**config.mk**
```make
export PLATFORM = sky130hd
export DESIGN_NAME = mul_shift_add
export DESIGN_NICKNAME = d
export VERILOG_FILES = /design/src/rtl/alu_pkg.sv /design/src/rtl/mul_step.sv /design/src/rtl/mul_shift_add.sv
export SDC_FILE = /design/constraint.sdc
export NUM_CORES = 1
export LEC_CHECK = 0
export CAP_MARGIN = 20
export CORE_MARGIN = 3
export CORE_UTILIZATION = 57
export DETAILED_ROUTE_END_ITERATION = 8
export GPL_ROUTABILITY_DRIVEN = 0
export GPL_TIMING_DRIVEN = 0
export PLACE_DENSITY = 0.88
export SKIP_CTS_REPAIR_TIMING = 1
export SKIP_LAST_GASP = 1
export SLEW_MARGIN = 20
export SYNTH_ARGS = -nofsm -noshare
export SYNTH_HDL_FRONTEND = slang
export SYNTH_SLANG_ARGS = --single-unit
```
**constraint.sdc**
```tcl
create_clock -name clk -period 4.8 [get_ports clk]
set_input_delay 1.2 -clock clk [delete_from_list [all_inputs] [get_ports clk]]
set_output_delay 1.2 -clock clk [all_outputs]
set_load 0.01 [all_outputs]
```
**src/rtl/alu_pkg.sv**
```systemverilog
// State encoding shared by the PB-V ALU sequential units (multiplier and divider).
package alu_pkg;

  localparam logic [1:0] IDLE = 2'd0;
  localparam logic [1:0] LOAD = 2'd1;
  localparam logic [1:0] RUN  = 2'd2;
  localparam logic [1:0] DONE = 2'd3;

  typedef enum logic [1:0] {
    StIdle = IDLE,
    StLoad = LOAD,
    StRun  = RUN,
    StDone = DONE
  } alu_state_e;

endpackage

```
**src/rtl/mul_step.sv**
```systemverilog
// One shift-and-add step: add the multiplicand to the high half when the current multiplier
// bit is set, keeping the carry.
module mul_step #(
  parameter int unsigned WIDTH = 8
) (
  input  logic [WIDTH-1:0] hi,
  input  logic             lo_bit,
  input  logic [WIDTH-1:0] mcand,
  output logic [WIDTH:0]   sum
);

  always_comb begin
    sum = {1'b0, hi} + (lo_bit ? {1'b0, mcand} : {(WIDTH + 1){1'b0}});
  end

endmodule

```
**src/rtl/mul_shift_add.sv**
```systemverilog
// Sequential unsigned shift-and-add multiplier, WIDTH iterations of one WIDTH-bit add,
// using the same start/done handshake as the restoring divider.
module mul_shift_add
  import alu_pkg::*;
#(
  parameter int unsigned WIDTH = 8
) (
  input  logic             clk,
  input  logic             reset,
  input  logic             start,
  input  logic [WIDTH-1:0] a,
  input  logic [WIDTH-1:0] b,
  output logic [WIDTH-1:0] result,
  output logic [WIDTH-1:0] result_hi,
  output logic             overflow,
  output logic             busy,
  output logic             done
);

  localparam int unsigned CntW = (WIDTH > 1) ? $clog2(WIDTH) : 1;
  localparam logic [CntW-1:0] CntLast = CntW'(WIDTH - 1);

  alu_state_e           state_q, state_d;
  logic [CntW-1:0]      count_q, count_d;
  logic [WIDTH-1:0]     mcand_q, mcand_d;
  logic [2*WIDTH-1:0]   p_q, p_d;
  logic [2*WIDTH-1:0]   p_step;
  logic [WIDTH:0]       sum;
  logic [WIDTH-1:0]     result_q, result_d;
  logic [WIDTH-1:0]     result_hi_q, result_hi_d;
  logic                 overflow_q, overflow_d;

  mul_step #(
    .WIDTH (WIDTH)
  ) u_mul_step (
    .hi     (p_q[2*WIDTH-1:WIDTH]),
    .lo_bit (p_q[0]),
    .mcand  (mcand_q),
    .sum    (sum)
  );

  // The carry re-enters as the MSB, so the add and the right shift happen together.
  assign p_step = {sum, p_q[WIDTH-1:1]};

  always_comb begin
    state_d     = state_q;
    count_d     = count_q;
    mcand_d     = mcand_q;
    p_d         = p_q;
    result_d    = result_q;
    result_hi_d = result_hi_q;
    overflow_d  = overflow_q;

    unique case (state_q)
      StIdle: begin
        if (start) begin
          state_d = StLoad;
        end
      end
      StLoad: begin
        mcand_d = a;
        p_d     = {{WIDTH{1'b0}}, b};
        count_d = '0;
        state_d = StRun;
      end
      StRun: begin
        p_d = p_step;
        if (count_q == CntLast) begin
          // Outputs only change on entry to DONE and then hold through IDLE.
          state_d     = StDone;
          result_d    = p_step[WIDTH-1:0];
          result_hi_d = p_step[2*WIDTH-1:WIDTH];
          overflow_d  = |p_step[2*WIDTH-1:WIDTH];
        end else begin
          count_d = count_q + 1'b1;
        end
      end
      StDone: begin
        if (!start) begin
          state_d = StIdle;
        end
      end
      default: state_d = StIdle;
    endcase
  end

  always_ff @(posedge clk) begin
    if (reset) begin
      state_q     <= StIdle;
      count_q     <= '0;
      mcand_q     <= '0;
      p_q         <= '0;
      result_q    <= '0;
      result_hi_q <= '0;
      overflow_q  <= 1'b0;
    end else begin
      state_q     <= state_d;
      count_q     <= count_d;
      mcand_q     <= mcand_d;
      p_q         <= p_d;
      result_q    <= result_d;
      result_hi_q <= result_hi_d;
      overflow_q  <= overflow_d;
    end
  end

  assign result    = result_q;
  assign result_hi = result_hi_q;
  assign overflow  = overflow_q;
  assign busy      = (state_q == StLoad) || (state_q == StRun);
  assign done      = (state_q == StDone);

endmodule

```
==> results of run 1 <==
## cell type report
cell class	instances	area, um^2
clock inverter	2	37.54
timing repair buffer	37	370.4
clock buffer	6	72.57
fill	278	929.6
sequential	46	920.9
buffer	15	61.31
tap	48	60.06
inverter	8	30.03
multi-input combinational	196	1289
## tightest hold or removal path: cells and delay by family (launching register included)
family	cells	cell delay (ps)
AOI/OAI and AO/OA	1	50
and+or+nand+nor	1	50
DFF	1	320
## cells in the final DEF, fill, tap and decap left out, drive strengths merged
cell type,instances
clkinvlp,1
nand3,9
o21ai,4
a21o,1
nand2b,8
and4,1
a22oi,2
fa,1
inv,8
clkdlybuf4s50,37
o21a,2
nand4b,1
o21bai,1
nand2,32
xnor2,1
nor2b,1
o31ai,2
nor2,30
o22ai,1
a21oi,28
mux2i,20
nor4,1
bufinv,1
clkbuf,14
ha,15
nor3b,2
and3,2
o311ai,2
o221a,1
a211oi,12
o2111ai,1
xor2,1
and2,9
a311oi,1
or3b,1
buf,7
dfxtp,46
nor3,3
## path summary, 6_finish.rpt
kind | cells after the start | slack (ps) | to | from
worst min register to register | 2 | 460 | result[3]$_SDFFE_PP0P_ | result[3]$_SDFFE_PP0P_
worst min-delay path | 2 | 460 | result[3]$_SDFFE_PP0P_ | result[3]$_SDFFE_PP0P_
worst max register to register | 8 | 2530 | overflow$_SDFFE_PP0P_ | p_q[0]$_SDFFE_PP0P_
worst max-delay path | 3 | 1980 | busy | state_q[1]$_SDFFE_PP0P_
## power groups by stage
stage / Clock, mW / Sequential, mW / Combinational (mW)
floorplan: 0 / 0.466 / 0.316
global placement: 0 / 0.474 / 0.420
detailed placement: 0 / 0.477 / 0.430
CTS: 0.286 / 0.468 / 0.433
global route: 0.301 / 0.476 / 0.485
finish: 0.283 / 0.468 / 0.434
## metrics by stage
stage               util, %  instances  area, um^2
floorplan                 -        265        2301
CTS                   75.35        358        2841
finish                75.35        358        2841
global placement      72.43        350        2731
detailed placement    72.43        350        2731
global route          75.35        358        2841
## cells in the mapped netlist, drive strengths merged (2+ instances only)
master,instances,area share (%)
o21a,2,0.65
inv,8,1.3
nor2,30,4.9
clkbuf,8,1.3
nand3,9,2.0
nand2b,8,2.2
a21oi,28,6.3
a22oi,2,0.65
nand2,32,5.2
nor3b,2,0.65
ha,15,8.2
mux2i,20,8.7
and3,2,0.76
o311ai,2,1.1
o21ai,4,0.87
a211oi,12,4.3
dfxtp,46,40
o31ai,2,0.65
and2,9,2.4
nor3,3,0.65
buf,7,1.4
## flip-flops by register name, indices dropped and copies added, names as in the netlist
signal and count:
count_q 3, mcand_q 8, overflow 1, p_q 16, result 8, result_hi 8, state_q 2
## cells by family after synthesis
logic type                 synth area share (%)
adders and majority gates                 9.027
AOI/OAI and AO/OA                         16.97
and+or+nand+nor                           20.55
xor gates and xnor gates                 0.7614
muxes                                     8.700
buffers and inverters                     3.970
DFF                                       40.02
## per-layer routing
layer,global-route usage (%),vias up,share of wire (%)
met5,0,-,0
met4,5.640,0,1.5
met3,4.638,9,5.9
met2,35.17,61,48
met1,28.70,920,45
li1,-,1013,-
==> impl_metrics.yaml, run 1 <==
final_layout:
  area_growth_pct: 23.49
  diodes: 0
  layout-drive-gt1-share_pct: 6.452
  final_nets: 344
timing:
  setup_tns_ps: 0
  drv_slew: 0
  hold_violations: 0
  worst_slack_ps: 1979
  tightest_slew_ps: 538.7
  setup_violations: 0
  fin_hold_ws_ps: 457.7
  slew_headroom_pct: 64.09
  post-route-min-period_ps: 2821
  rsz0062_at_grt: "false"
  skew_ps: 9.789
  fmax_mhz: 354.4
  min_period_over_period_pct: 58.78
setup_path:
  worst_setup_path_start_kind: "register"
  crit_family: "buffers and inverters"
  path_buf_inv: 2
  slowest_stage: "clkdlybuf4s50_1"
  worstPathMaxFanout: 4
  critPathRequiredTime_ps: 3600
  worst-endpoint-arrival_ps: 1620
  criticalPathCategory: "reg2out"
  end_kind: "primary output"
  path_cells: "inv_1 > ha_1 > clkdlybuf4s50_1"
  slowest_delay_ps: 540
cts:
  cts-htree-levels: 2
  cts_made_buffers: 5
  worst_skew_pair.late_latency_ps: 300
  cts.sinks: 46
  path_clk_slew_ps: 90
  cts_tree: "done"
  clock-root-buffer: "clkbuf_8"
  cts_max_path_buffers: 2
power:
  p_int_uw: 768.3
  p_sw_uw: 416.0
  seqPwrFrac_pct: 39.5
  p_leak_nw: 1.080
  clkPwrFrac_pct: 23.9
  power_density_nw_per_um2: 416.8
  swShare_pct: 35.12
  pwr-share-comb_pct: 36.6
  fin_total_pwr_mw: 1.184
  vdd_drop_max_uv: 350.4
floorplan:
  die_x_um: 69.54
  die_h_um: 69.54
  die-area_um2: 4835
  ios: 38
  core_um2: 3771
  row_count: 22
  start_util_pct: 61.02
synth:
  synth_area_per_cell_um2: 8.683
  synth_warnings: 0
  ys_types: 41
  ys_seq_area_share_pct: 40.02
  syn_area_um2: 2301
  synthArstFlopShare_pct: 0
  synthFlopType: "dfxtp_1"
  syn_nets: 300
  synth_enable_flop_cells: 0
  ys_seq_elements: 46
  synth_cells: 265
route:
  drc: 0
  drt_iter0_markers: 144
  wl_per_cell_um: 14.16
  vias_per_cell: 5.595
  via_count: 2003
  ant_nets: 0
  dr.pass1.iters: 4
  wirelength_um: 5070
grt:
  grt_first_pass_wirelength_um: 8514
  antenna_found_initial: 0
  grt_max_degree: 15
  grt_pass1_vias: 1860
  grt_use_total_pct: 21.50
  grt_remaining_overflow: 0
outcome:
  outcome: "complete, no violations"
job:
  cap_viol_max_count: 0
placed_design:
  port_buffers: 37
  pre_cts_ws_ps: 2086
  place_hpwl_um: 3767
min_path:
  hold_class: "reg2reg"
No activity file was read; power rests on OpenSTA's default activity.
==> inputs of run 2 (changes only) <==
--- a/config.mk
+++ b/config.mk
@@ -7,11 +7,11 @@
 export LEC_CHECK = 0
 export CAP_MARGIN = 20
 export CORE_MARGIN = 3
-export CORE_UTILIZATION = 57
+export CORE_UTILIZATION = 53
 export DETAILED_ROUTE_END_ITERATION = 8
 export GPL_ROUTABILITY_DRIVEN = 0
 export GPL_TIMING_DRIVEN = 0
-export PLACE_DENSITY = 0.88
+export PLACE_DENSITY = 0.82
 export SKIP_CTS_REPAIR_TIMING = 1
 export SKIP_LAST_GASP = 1
 export SLEW_MARGIN = 20
==> constraint.sdc (replaced) <==
create_clock -name clk -period 2.85 [get_ports clk]
set_input_delay 0.7125 -clock clk [delete_from_list [all_inputs] [get_ports clk]]
set_output_delay 0.7125 -clock clk [all_outputs]
set_load 0.01 [all_outputs]
==> run 2 against run 1 <==
  * Combinational power increased by 65%
  * Clock skew decreased by 2.7 ps
  * Sequential cell count unchanged
  * Critical path depth unchanged
  * Non-clock buffer count unchanged
  * Worst hold slack got worse by 1.9 ps
  * Clock-buffer cell count unchanged
==> impl_metrics.yaml, run 2 (synthesis results as in run 1) <==
outcome:
  outcome: "complete, no violations"
timing:
  post-route-min-period_ps: 2321
  setup_tns_ps: 0
  min_period_over_period_pct: 81.44
  fmax_mhz: 430.9
  skew_ps: 7.095
  setup_violations: 0
  rsz0062_at_grt: "false"
  tightest_slew_ps: 558.4
  slew_headroom_pct: 62.77
  hold_violations: 0
  drv_slew: 0
route:
  wl_per_cell_um: 13.33
  vias_per_cell: 5.400
  drt_iter0_markers: 121
  wirelength_um: 4799
  via_count: 1944
  drc: 0
  dr.pass1.iters: 4
  ant_nets: 0
job:
  cap_viol_max_count: 0
cts:
  cts.sinks: 46
  path_clk_slew_ps: 80
  clock-root-buffer: "clkbuf_8"
  cts_max_path_buffers: 2
  cts_tree: "done"
  cts_made_buffers: 5
  worst_skew_pair.late_latency_ps: 300
  cts-htree-levels: 2
setup_path:
  worstPathMaxFanout: 4
  path_cells: "inv_1 > ha_1 > clkdlybuf4s50_1"
  slowest_delay_ps: 530
  criticalPathCategory: "reg2out"
  worst_setup_path_start_kind: "register"
  worst-endpoint-arrival_ps: 1610
  end_kind: "primary output"
  slowest_stage: "clkdlybuf4s50_1"
  critPathRequiredTime_ps: 2140
grt:
  grt_remaining_overflow: 0
  antenna_found_initial: 0
  grt_first_pass_wirelength_um: 8349
  grt_use_total_pct: 20.23
  grt_max_degree: 15
  grt_pass1_vias: 1877
power:
  power_density_nw_per_um2: 678.3
  p_leak_nw: 1.076
  vdd_drop_max_uv: 533.7
  fin_total_pwr_mw: 1.919
floorplan:
  die_x_um: 71.89
  ios: 38
  start_util_pct: 56.31
  die-area_um2: 5168
  row_count: 23
  die_h_um: 71.89
  core_um2: 4086
final_layout:
  layout-drive-gt1-share_pct: 6.774
  fillers: 352
  diodes: 0
  largest-register: "p_q"
  final_nets: 344
  area_growth_pct: 22.95
  largest_reg_flops: 16
  final_common_cell: "dfxtp_1"
  mostFrequentLayoutCells: "dfxtp_1 (46), clkdlybuf4s50_1 (37), nand2_1 (32)"
  multi_input_area_um2: 1289
  seq_area_um2: 920.9
placed_design:
  place_hpwl_um: 3609
  port_buffers: 37
min_path:
  hold_class: "reg2reg"
[run 2: routing by layer]
metal	part of all wire (%)	global-route usage, %	wire, um
met5	0	0	0
met4	1.5	7.516	73
met3	5.6	4.709	268
met2	45	32.35	2169
met1	48	26.67	2289
[run 2: path summary, 6_finish.rpt]
path | end | depth (start not counted) | slack [ps] | from
worst max-delay path | busy | 3 | 530 | state_q[0]$_SDFFE_PP0P_
worst min-delay path | result[7]$_SDFFE_PP0P_ | 2 | 460 | result[7]$_SDFFE_PP0P_
worst max register to register | result_hi[7]$_SDFFE_PP0P_ | 8 | 640 | p_q[0]$_SDFFE_PP0P_
worst min register to register | result[7]$_SDFFE_PP0P_ | 2 | 460 | result[7]$_SDFFE_PP0P_
[run 2: cell type report]
class	instances	share of cell area, %
clock inverters	2	0.4423
plain buffers	15	2.167
multi-input cells	196	45.56
repair buffers	37	13.09
well taps	50	2.211
flip-flops and latches	46	32.55
inverters	8	1.061
clock buffers	6	2.919
[run 2: power by group]
part	switching (mW)	leakage (nW)	internal (mW)	total, mW
clock	0.220	0.0472	0.195	0.415
combinational	0.414	0.655	0.303	0.717
sequential	0.0586	0.374	0.728	0.786
[run 2: per-stage QoR]
step                      worst slack, ps  utilization, %  cells  hold slack, ps  area, um^2
after floorplan                     912.1               -    265           444.9        2301
after global placement              633.5           66.90    352           441.9        2734
after detailed placement            624.7           66.90    352           446.5        2734
after CTS                           499.4           69.23    360           458.0        2829
after global routing                435.8           69.23    360           474.1        2829
final                               529.1           69.23    360           455.8        2829
[run 2: worst max-delay path: cells and delay by family, from the launching register on]
kind | cells | cell delay (ps)
buf+inv | 2 | 630
flops | 1 | 380
fa+ha+maj | 1 | 300
==> inputs of run 3 (changes only) <==
==> constraint.sdc (replaced) <==
create_clock -name clk -period 2.3 [get_ports clk]
set_input_delay 0.575 -clock clk [delete_from_list [all_inputs] [get_ports clk]]
set_output_delay 0.575 -clock clk [all_outputs]
set_load 0.01 [all_outputs]
==> run 3 against run 2 <==
  * First-iteration DRC count fell by 9.9%
  * Critical path type unchanged
  * Power rose by 24%
  * Clock power rose by 24%
  * Combinational power rose by 24%
  * Utilization rose by 0.092 points
  * Sequential power rose by 24%
  * Global-route usage did not move
  * Critical path depth did not move
  * Critical endpoint unchanged
==> impl_metrics.yaml, run 3 (synthesis results as in run 1) <==
outcome:
  outcome: "complete, no violations"
setup_path:
  path_cells: "inv_1 > ha_1 > clkdlybuf4s50_1"
  end_kind: "primary output"
  rr_worst_depth: 7
  worst_setup_path_start_kind: "register"
  worst-endpoint-arrival_ps: 1610
  slowest_delay_ps: 530
  slowest_stage: "clkdlybuf4s50_1"
  rr_endpoint: "p_q[12]$_SDFFE_PP0P_"
  criticalPathCategory: "reg2out"
  reg2reg_from: "p_q[0]$_SDFFE_PP0P_"
  worstPathMaxFanout: 4
  critPathRequiredTime_ps: 1730
  rrSetupSlack_ps: 160
cts:
  clock-root-buffer: "clkbuf_8"
  cts-htree-levels: 2
  cts.sinks: 46
  cts_max_path_buffers: 2
  path_clk_slew_ps: 80
  worst_skew_pair.late_latency_ps: 300
  cts_made_buffers: 5
  cts_tree: "done"
final_layout:
  seq_area_um2: 922.1
  multi_input_area_um2: 1291
  area_growth_pct: 23.11
  final_common_cell: "dfxtp_1"
  diodes: 0
  fillers: 349
  layout-drive-gt1-share_pct: 7.419
  largest-register: "p_q"
  mostFrequentLayoutCells: "dfxtp_1 (45), clkdlybuf4s50_1 (37), nand2_1 (32)"
  stdcell_area_um2: 2833
  final_nets: 344
  largest_reg_flops: 16
route:
  wirelength_um: 4809
  drc: 0
  ant_nets: 0
  drt_iter0_markers: 109
  vias_per_cell: 5.397
  wl_per_cell_um: 13.36
  via_count: 1943
  dr.pass1.iters: 4
grt:
  grt_max_degree: 15
  grt_use_total_pct: 20.23
  grt_remaining_overflow: 0
  grt_pass1_vias: 1877
  antenna_found_initial: 0
  grt_first_pass_wirelength_um: 8349
min_path:
  hold_end: "result[7]$_SDFFE_PP0P_"
  hold_start: "result[7]$_SDFFE_PP0P_"
  hold_path_depth: 2
  hold_class: "reg2reg"
timing:
  min_period_over_period_pct: 94.95
  slew_headroom_pct: 62.77
  setup_violations: 0
  hold_violations: 0
  fmax_mhz: 457.9
  tightest_slew_ps: 558.4
  drv_slew: 0
  skew_ps: 6.533
  setup_tns_ps: 0
  post-route-min-period_ps: 2184
  rsz0062_at_grt: "false"
placed_design:
  place_hpwl_um: 3609
  port_buffers: 37
  placed_cell_area_um2: 2734
floorplan:
  start_util_pct: 56.31
  die-area_um2: 5168
  core_um2: 4086
  row_count: 23
  ios: 38
  die_h_um: 71.89
  die_x_um: 71.89
job:
  cap_viol_max_count: 0
power:
  p_leak_nw: 1.074
  power_density_nw_per_um2: 840.6
  vdd_drop_max_uv: 661.6
## run 3: cell counts in the layout (fill, tap and decap cells not counted)
Identical to the previous run, type by type.
## run 3: how the worst max path moves through the flow
stage / slack [ps] / endpoint / startpoint / cells past startpoint
3_3_place_gp: 120 / result_hi[7]$_SDFFE_PP0P_ / p_q[0]$_SDFFE_PP0P_ / 8
6_report: 120 / busy / state_q[0]$_SDFFE_PP0P_ / 3
3_5_place_dp: 120 / result_hi[7]$_SDFFE_PP0P_ / p_q[0]$_SDFFE_PP0P_ / 8
2_1_floorplan: 360 / result_hi[7]$_SDFFE_PP0P_ / p_q[0]$_SDFFE_PP0P_ / 8
4_1_cts: 90 / busy / state_q[0]$_SDFFE_PP0P_ / 3
5_1_grt: 20 / p_q[13]$_SDFFE_PP0P_ / p_q[0]$_SDFFE_PP0P_ / 8
## run 3: report_power, final
part / internal (mW) / switching [mW] / total [mW]
Combinational: 0.376 / 0.516 / 0.892
Sequential: 0.903 / 0.0727 / 0.976
Clock: 0.242 / 0.272 / 0.514
Total: 1.52 / 0.861 / 2.38
## run 3: per-layer routing
layer  part of all wire, %  track usage [%]  vias to the layer above
met3                   4.9            4.709                        8
met4                   1.7            7.516                        0
li1                      -                -                     1007
met2                    45            32.35                       44
met5                     0                0                        -
met1                    49            26.67                      884
## run 3: final cells by class
type	count	share of cell area [%]
multi-input combinational	196	45.58
clock buffer	6	2.915
buffer	15	2.164
sequential	46	32.55
tap	50	2.208
clock inverter	2	0.4417
inverter	8	1.060
timing repair buffer	37	13.07
## run 3: through the flow
stage | std cells | utilization, % | worst slack (ps) | hold WS [ps] | power (mW)
floorplan | 265 | - | 362.1 | 444.9 | 1.633
global placement | 352 | 66.90 | 119.4 | 441.9 | 1.866
finish | 360 | 69.32 | 116.2 | 455.8 | 2.381
global route | 360 | 69.32 | 21.67 | 474.1 | 2.555
detailed placement | 352 | 66.90 | 117.9 | 446.5 | 1.887
CTS | 360 | 69.23 | 86.88 | 458.0 | 2.408
## run 3: critical path: cells and delay by family (launching register included)
kind	cells	cell delay, ps
buffers and inverters	2	630
adders and majority gates	1	300
DFF	1	380
